### config.mk
export PLATFORM = sky130hd
export DESIGN_NAME = regfile_param
export DESIGN_NICKNAME = d
export VERILOG_FILES = /design/src/rtl/regfile_param.sv
export SDC_FILE = /design/constraint.sdc
export NUM_CORES = 1
export LEC_CHECK = 0
export ABC_AREA = 1
export CELL_PAD_IN_SITES_DETAIL_PLACEMENT = 1
export CELL_PAD_IN_SITES_GLOBAL_PLACEMENT = 1
export CORE_MARGIN = 2
export CORE_UTILIZATION = 25
export DETAILED_ROUTE_END_ITERATION = 8
export HOLD_SLACK_MARGIN = 0.05
export PLACE_DENSITY_LB_ADDON = 0.1
export SLEW_MARGIN = 10
export SYNTH_ARGS = -nofsm -noshare
export SYNTH_HDL_FRONTEND = slang
export SYNTH_SLANG_ARGS = --single-unit
### constraint.sdc
create_clock -name clk -period 3.6 [get_ports clk]
set_input_delay 0.72 -clock clk [delete_from_list [all_inputs] [get_ports clk]]
set_output_delay 0.72 -clock clk [all_outputs]
set_load 0.01 [all_outputs]
### src/rtl/regfile_param.sv
// rtl/regfile_param.sv - parametrised XLEN x NREGS register file with post-reset clear sequencer
// Optional same-cycle write-to-read bypass enabled by defining RF_BYPASS_EN.
module regfile_param #(
    parameter int XLEN  = 32,
    parameter int NREGS = 32,
    localparam int AW   = $clog2(NREGS)
) (
    input  logic            clk,
    input  logic            rst,
    input  logic [AW-1:0]   rs1,
    input  logic [AW-1:0]   rs2,
    output logic [XLEN-1:0] rd1,
    output logic [XLEN-1:0] rd2,
    input  logic            reg_write,
    input  logic [AW-1:0]   write_reg,
    input  logic [XLEN-1:0] write_data,
    output logic            busy
);

    typedef enum logic {
        CLEAR = 1'b0,
        READY = 1'b1
    } state_t;

    localparam logic [AW-1:0] LAST = AW'(NREGS - 1);

    state_t          state;
    state_t          state_nxt;
    logic [AW-1:0]   ptr;
    logic [AW-1:0]   ptr_nxt;
    logic            we;
    logic [AW-1:0]   waddr;
    logic [XLEN-1:0] wdata;
    logic [XLEN-1:0] mem [NREGS];

    always_ff @(posedge clk) begin
        if (rst) begin
            state <= CLEAR;
            ptr   <= '0;
        end else begin
            state <= state_nxt;
            ptr   <= ptr_nxt;
        end
    end

    // The clear sequencer and the architectural write share the single array write port.
    always_comb begin
        state_nxt = state;
        ptr_nxt   = ptr;
        we        = 1'b0;
        waddr     = write_reg;
        wdata     = write_data;
        case (state)
            CLEAR: begin
                we      = 1'b1;
                waddr   = ptr;
                wdata   = '0;
                ptr_nxt = ptr + AW'(1);
                if (ptr == LAST) begin
                    state_nxt = READY;
                    ptr_nxt   = '0;
                end
            end
            READY: begin
                if (reg_write && (write_reg != '0)) begin
                    we = 1'b1;
                end
            end
            default: begin
                state_nxt = CLEAR;
                ptr_nxt   = '0;
            end
        endcase
        if (rst) begin
            we = 1'b0;
        end
    end

    always_ff @(posedge clk) begin
        if (we) begin
            mem[waddr] <= wdata;
        end
    end

    assign busy = (state != READY);

`ifdef RF_BYPASS_EN
    logic wr_live;
    assign wr_live = (state == READY) && reg_write && (write_reg != '0);
`endif

    always_comb begin
        rd1 = '0;
        rd2 = '0;
        if (!busy && (rs1 != '0)) begin
            rd1 = mem[rs1];
`ifdef RF_BYPASS_EN
            if (wr_live && (write_reg == rs1)) begin
                rd1 = write_data;
            end
`endif
        end
        if (!busy && (rs2 != '0)) begin
            rd2 = mem[rs2];
`ifdef RF_BYPASS_EN
            if (wr_live && (write_reg == rs2)) begin
                rd2 = write_data;
            end
`endif
        end
    end

endmodule

-- Yosys cells after proc, flatten, opt, wreduce, memory -nomap -nowiden
Memories as Yosys holds them, arrays and structs flattened.
Cells that the tools add are included.
- bitwise gates (word level): 1
- $add $sub $neg: 1
- reduce and logical (&&, ||, !) cells: 6
- multiplexer cells: 12
- eq/ne operators: 1
- operator list (cell ; count):
    $mux 32 ; 3
    $reduce_bool 5->1 ; 3
    $mux 5 ; 2
    $mux 1 ; 6
    $add 5x1->5 const B ; 1
    $eq 5x5->1 const B ; 1
    $logic_and 1x1->1 ; 3
    $pmux 1 s2 ; 1
    $not 1->1 ; 1
- RAM bits: 1024
- memories kept: 1
- register bits: 6
- memory list (name ; words ; bits a word ; read ports ; clocked after Yosys merged registers in ; write ports ; line ; source):
    mem ; 32 ; 32 ; 2 ; 0 ; 1 ; 34 ; logic [XLEN-1:0] mem [NREGS];

-- Depth between registers and ports, before layout
Gate-level depths: netlist of the first run.
- word-level depth: 7
- gate-level depth with buffers: 11

-- Worst setup path before layout of the first run
No wires, ideal clock.
- path kind: input -> register
- start: input write_reg[1]
- end: memory mem[0][0] (enable)
- required time: 3.179 ns
- data arrival time: 2.815 ns
- path slack: 0.363 ns
- cell stages on the path: 6
- path through: or2_2 > o21ai_0 > inv_1 > nor2_1 > nand2_1 > nor2_1
- word-level cells in the longest chain between the ends: 7
- RTL lines (what ; line ; source):
    from (decl) ; 15 ; input logic [AW-1:0] write_reg,
    $reduce_bool 5->1 ; 65 ; if (reg_write && (write_reg != '0)) begin
    $logic_and 1x1->1 ; 65 ;
    $mux 1 ; 65 ;
    $pmux 1 s2 ; 53 ; case (state)
    $mux 1 ; 74 ; if (rst) begin
    $mux 1 ; 80 ; if (we) begin
    $mux 1 (not written as such) ; 81 ; mem[waddr] <= wdata;
    to (decl) ; 34 ;
Several ways; a longest one is shown, not always the timed one.

-- Worst setup path in the final report of the first run
- start: input rs2[0]
- end: output rd2[5]
- word-level cells in the longest chain between the ends: 3
- RTL lines (what ; line ; source):
    from (decl) ; 11 ; input logic [AW-1:0] rs2,
    parallel branches: the longest is 2 deep, another holds $mem_v2 32x32 ; -- ;
    $mux 32 (*) ; 103 ; if (!busy && (rs2 != '0)) begin
    to (decl) ; 13 ; output logic [XLEN-1:0] rd2,
Every way passes the cells marked *.

==> out/qor.txt, run 1 <==
Status: complete, no violations
CP Capture Type: output pin
Clk slew on worst S/H paths: 0.05 ns
Crit path max fanout: 30
Layout cells sized above 1: 11.46%
Site row count: 166
Final worst-path cycle share: 99.14%
Antenna violations before repair: 11
CTS tree: built
Core area: 0.2050 mm^2
I/O Pins: 115
Grt met1 use: 34.61%
WL/cell: 29.58 um
WHS: 0.4795 ns
Most Used Layer, Global Route: met2
I/O Buffers: 114
Die area: 0.2104 mm^2
#FFs+latches synth: 1030
Clock tree sinks: 1030
Via count: 45843
Crit Path Class: input pin to output pin
Slew @ Worst Pin: 1.076 ns
Post-route ant nets: 0
RePlAce Congestion: 0.7919
Avg Cell Area, Syn: 8.697 um^2
Final setup violation count: 0
Slew headroom: 28.19%
Detailed Place HPWL: 159.2 mm
Iter 0 DRT Violations: 3629
Max Freq: 280.2 MHz
Sum of routed wire length over all layers: 266.5 mm
Fin. max-slew vios: 0
Seq/Total Area, Yosys: 59.74%
Final routed DRC violation total: 0
Synth-to-Final Area Change: 25.57%
Num CTS Buffers: 136
Cts hold-fix bufs: 0
Largest delay contributor family on the critical path: buffers and inverters
GRT met3 Usage: 2.567%
First-pass GRT wire length: 367.1 mm
Via-to-Cell Ratio: 5.089
Max Cap Viol: 0
Grt met2 use: 40.20%
CTS root buffer: clkbuf_16
Slowest stage delay, CP: 0.55 ns
Synth cell types: 24
H-Tree Level Count: 4
WP buf/inv: 6
Final Hold Fails: 0
VDD IR max: 0.5114 mV
PD cells: 455.5 mW/mm^2
Worst hold path type: register to register
Sequence of cells on the critical path: buf_12, inv_16, buf_16, buf_12, nand2_1, nand3_1, nand3_1, nand3_1, nand3_1, a21oi_2, buf_4, clkdlybuf4s50_1
Post-Syn Instances: 5942
Total power: 29560 uW
Startpoint types: input pin
Synth Net Count: 5994
Layout Nets: 6265
Number of global-route vias before repair: 46654
Critical Path RT: 2.88 ns
Clk Latency, worst-skew pair: 0.81 ns
Total grt overflow: 0
Die W: 458.6 um
DRT Pass-1 Iters: 6
Yosys warns: 0
Die Y-Extent: 458.6 um
CP arrival: 2.85 ns
Post-Syn Area: 0.05168 mm^2
Pin count of the biggest net entering global routing: 77
Clock buffer depth: 3
Slowest cell on crit path: clkdlybuf4s50_1
Initial Util: 25.21%
# fillers: 23363
Critical path's most frequent cell: nand3_1
Final Skew: 0.02208 ns
Min cycle time layout: 3.569 ns
RSZ-0062 raised after global routing: true
Tot GR Track Use: 24.67%
Static Leakage: 0.02599 uW
==> synthesized netlist by cell type (all sizes together) <==
cell	n	area share, %
a21oi	324	3.1
nand3	1094	11
nand2	2792	20
o21ai	78	0.76
nand4	2	0.024
nor2	107	0.78
nor3	1	0.0097
clkinv	4	0.034
ha	2	0.048
nor3b	1	0.015
clkbuf	96	0.70
dfxtp	6	0.23
buf	321	3.2
a221oi	1	0.017
edfxtp	1024	60
inv	86	0.62
xor2	1	0.017
or2	2	0.024
==> power breakdown <==
group          leakage (uW)  switching [uW]  internal, uW
combinational        0.0150            2160          1050
clock               0.00202            5590          7640
sequential          0.00898            34.0         13100
==> logic make-up after synthesis <==
kind of cell / count (synthesis) / share of synthesized area [%]
AO/OA/AOI/OAI: 403 / 3.910
XOR/XNOR: 1 / 0.01695
adder cells (fa/ha/maj): 2 / 0.04842
buffers and inverters: 507 / 4.562
flip-flops: 1030 / 59.74
AND/OR/NAND/NOR: 3999 / 31.73
==> final timing paths <==
path / start / to / slack, ns / cells after the start
worst max-delay path: rs2[0] / rd2[5] / 0.03 / 12
worst min-delay path: ptr[4] / ptr[4] / 0.48 / 2
worst max register to register: state / mem[26][15] / 0.65 / 5
worst min register to register: ptr[4] / ptr[4] / 0.48 / 2
==> flip-flops by register name, indices dropped and copies added, names as in the netlist <==
| signal | flops |
|---|---|
| mem | 1024 |
| ptr | 5 |
| state | 1 |
==> through the flow <==
step / setup TNS, ns / util (%) / cell area [um^2] / cells / setup slack [ns]
5_1_grt: -0.1837 / 31.65 / 64880 / 9007 / -0.05770
3_3_place_gp: -1.780 / 29.12 / 59700 / 8735 / -0.3927
4_1_cts: -0.01263 / 31.37 / 64320 / 8991 / -0.01263
2_1_floorplan: 0 / - / 51680 / 5942 / 0.3633
6_report: 0 / 31.65 / 64890 / 9009 / 0.03100
3_5_place_dp: -1.679 / 29.12 / 59700 / 8735 / -0.3963
==> final cells by class <==
| class | instances | area [um^2] | share of cell area, % |
|---|---|---|---|
| diodes | 3 | 7.507 | 0.01157 |
| well taps | 2688 | 3363 | 5.183 |
| inverters | 90 | 412.9 | 0.6363 |
| multi-input cells | 4405 | 18940 | 29.19 |
| clock buffers | 175 | 3613 | 5.569 |
| repair inverters | 2 | 27.53 | 0.04242 |
| clock inverters | 68 | 561.8 | 0.8658 |
| flip-flops and latches | 1030 | 30870 | 47.58 |
| repair buffers | 548 | 7089 | 10.93 |
==> layer usage <==
metal  wire length [um]  up-vias
met3              10850      348
met1             125300    23676
li1                   -    20625
met4               7784        4
met2             122500     1190
met5                 27        -
==> timing repair <==
item	4_1_cts	5_1_grt
resized for setup	38	69
gates cloned	5	10
pin swaps	6	6
buffers inserted	8	8
endpoints found under the setup margin	21	42
==> worst min-delay path, delay by kind of cell, from the launching register on <==
kind,cells,cell delay [ns]
AO/OA/AOI/OAI,1,0.06
flip-flops,1,0.32
AND/OR/NAND/NOR,1,0.06
==> placed cells by master, fill, tap and decap left out, types with 5 or more instances in the layout <==
cell / Yosys / routed
buf_6: 3 / 10
nand3_2: 0 / 12
dfxtp_1: 6 / 5
clkinv_1: 2 / 33
buf_16: 0 / 24
clkinv_2: 2 / 15
clkbuf_16: 0 / 147
o21ai_0: 72 / 70
edfxtp_1: 1024 / 1024
a21oi_2: 0 / 24
inv_6: 0 / 10
a21oi_1: 324 / 295
inv_1: 80 / 78
buf_12: 0 / 151
nor2_4: 0 / 34
nand2_1: 2792 / 2788
a21oi_4: 0 / 5
nand3_1: 1094 / 1082
nor2_1: 107 / 73
bufbuf_16: 0 / 5
bufinv_16: 0 / 8
clkbuf_1: 96 / 36
dlymetal6s2s_1: 0 / 17
clkdlybuf4s50_1: 0 / 77
o21ai_1: 6 / 8
buf_4: 29 / 252
(Power assumes the default switching activity.)
==> inputs of run 2 (changes only) <==
--- a/config.mk
+++ b/config.mk
@@ -15,2 +15,3 @@
 export PLACE_DENSITY_LB_ADDON = 0.1
+export SETUP_SLACK_MARGIN = 0.4
 export SLEW_MARGIN = 10
==> constraint.sdc (replaced) <==
create_clock -name clk -period 3.6 [get_ports clk]
set_input_delay 0.36 -clock clk [delete_from_list [all_inputs] [get_ports clk]]
set_output_delay 0.36 -clock clk [all_outputs]
set_load 0.01 [all_outputs]
==> out/qor.txt, run 2 (synthesized netlist as in run 1, its figures left out) <==
Status: complete, no violations
Max reg flops: 1024 (unchanged)
Final Skew: 0.03005 ns (+0.007970 ns)
Max Freq: 314.8 MHz (+12%)
First-pass GRT wire length: 365.5 mm (-0.44%)
R2r setup slk: 0.85 ns (+0.20 ns)
Core area: 0.2050 mm^2 (unchanged)
Site row count: 166 (unchanged)
WL/cell: 29.75 um (+0.56%)
Cts hold-fix bufs: 0 (unchanged)
RSZ-0062 raised after global routing: true
Via count: 44950 (-1.9%)
# fillers: 23438 (+0.32%)
Final std cells w/o fill: 8844 (-1.8%)
Static Leakage: 0.02440 uW (-6.1%)
Fin. max-slew vios: 0 (unchanged)
Layout cells sized above 1: 8.683% (-2.8 points)
Final Hold Fails: 0 (unchanged)
CTS tree: built
Worst hold path startpoint: rst
Num CTS Buffers: 134 (-1.5%)
CP arrival: 2.82 ns (-0.03 ns)
Total grt overflow: 0 (unchanged)
Detailed Place HPWL: 147.0 mm (-7.7%)
Startpoint types: register
Slew @ Worst Pin: 1.157 ns (+0.08146 ns)
Number of global-route vias before repair: 45700 (-2.0%)
H-Tree Level Count: 4 (unchanged)
FF-to-FF Start: state
Hold Path End: state
CP Capture Type: output pin
Clk Latency, worst-skew pair: 0.80 ns (about the same)
Top reg by flops: mem
Hold path cells: 2 (unchanged)
Die W: 458.6 um (unchanged)
RePlAce Congestion: 0.7768 (-1.9%)
Min cycle time layout: 3.176 ns (-0.3929 ns)
Pin count of the biggest net entering global routing: 91 (+18%)
Most common cell after layout, fill and taps aside: nand2_1
Reg-to-Reg End: mem[26][4]
Reg2Reg Depth: 5 (unchanged)
I/O Buffers: 114 (unchanged)
Crit path max fanout: 18 (-40%)
Post-route ant nets: 0 (unchanged)
Final Util: 30.44% (-1.2 points)
Clk slew on worst S/H paths: 0.05 ns (about the same)
PD cells: 466.9 mW/mm^2 (+2.5%)
Placed Cells: 8592 (-1.6%)
CTS root buffer: clkbuf_16
Die area: 0.2104 mm^2 (unchanged)
Commonest non-fill, non-tap cells in the layout: 2788 x nand2_1, 1094 x nand3_1, 1024 x edfxtp_1
Iter 0 DRT Violations: 3584 (-1.2%)
Clock tree sinks: 1030 (unchanged)
Final routed DRC violation total: 0 (unchanged)
Critical Path RT: 3.24 ns (+0.36 ns)
Max Cap Viol: 0 (unchanged)
Antenna violations before repair: 4 (-7)
Synth-to-Final Area Change: 20.74%
Sum Neg Setup Slack: 0 ns (unchanged)
Worst hold path type: input pin to register
Sum of routed wire length over all layers: 263.1 mm (-1.3%)
DRT Pass-1 Iters: 7 (+1)
Crit Path Class: register to output pin
I/O Pins: 115 (unchanged)
Slew headroom: 22.76% (-5.4 points)
Largest regs: mem: 1024 flops, ptr: 5 flops, state: 1 flops
Initial Util: 25.21% (unchanged)
Final setup violation count: 0 (unchanged)
Via-to-Cell Ratio: 5.083 (-0.12%)
Clock buffer depth: 3 (unchanged)
VDD IR max: 0.4980 mV (-2.6%)
Layout Nets: 6100 (-2.6%)
Die Y-Extent: 458.6 um (unchanged)
Tot GR Track Use: 24.54% (-0.13 points)
Final worst-path cycle share: 88.23% (-11 points)
[run 2: layout make-up]
class / count / area (um^2) / share of cell area, %
repair inverters: 2 / 20.02 / 0.03209
well taps: 2688 / 3363 / 5.390
clock buffers: 168 / 3608 / 5.784
flip-flops and latches: 1030 / 30870 / 49.48
multi-input cells: 4405 / 18850 / 30.21
inverters: 90 / 415.4 / 0.6658
diodes: 6 / 15.01 / 0.02406
repair buffers: 385 / 4701 / 7.534
clock inverters: 70 / 549.3 / 0.8804
[run 2: through the flow]
step / hold slack, ns / worst slack (ns) / area, um^2 / total power [uW]
6_report: 0.3127 / 0.4238 / 62390 / 29130
5_1_grt: 0.2963 / 0.3832 / 62390 / 30060
4_1_cts: 0.2559 / 0.3365 / 62230 / 29420
3_5_place_dp: 0.4741 / 0.1605 / 57840 / 16200
3_3_place_gp: 0.4613 / 0.1564 / 57840 / 16190
2_1_floorplan: 0.4291 / 0.6609 / 51680 / 14910
[run 2: worst max-delay path by stage]
stage	start	to	slack, ns	depth (start not counted)
CTS	mem[9][28]	rd1[28]	0.34	9
finish	state	rd2[0]	0.42	6
global route	mem[18][29]	rd1[29]	0.38	7
global placement	rs2[0]	rd2[27]	0.16	14
detailed placement	rs1[1]	rd1[28]	0.16	9
floorplan	state	mem[0][0]	0.66	7
[run 2: critical path, cell delays in order (launching register included)]
cell and delay [ns]:
dfxtp_2 0.35, buf_12 0.20, nand2_8 0.19, buf_6 0.23, a21oi_2 0.21, buf_4 0.24
clkdlybuf4s50_1 0.57
[run 2: per-layer routing]
metal | share of wire, % | wire (um) | up-vias | global-route usage, %
met3 | 4.2 | 11040 | 273 | 2.625
met1 | 47 | 122800 | 23326 | 34.43
met2 | 47 | 123700 | 1083 | 40.41
met4 | 2.1 | 5579 | 0 | 5.798
met5 | 0 | 0 | - | 0
li1 | - | - | 20268 | -
[run 2: power by group]
group          switching [uW]  internal (uW)  total (uW)
sequential               33.9          13100       13100
clock                    5550           7580       13100
combinational            2080            803        2880
[run 2: repair_timing]
item | CTS | global route
setup endpoints to repair | 63 | 16
pin swaps | 1 | 2
resized for setup | 37 | 16
cloned | 3 | 3
buffers inserted | 2 | 0
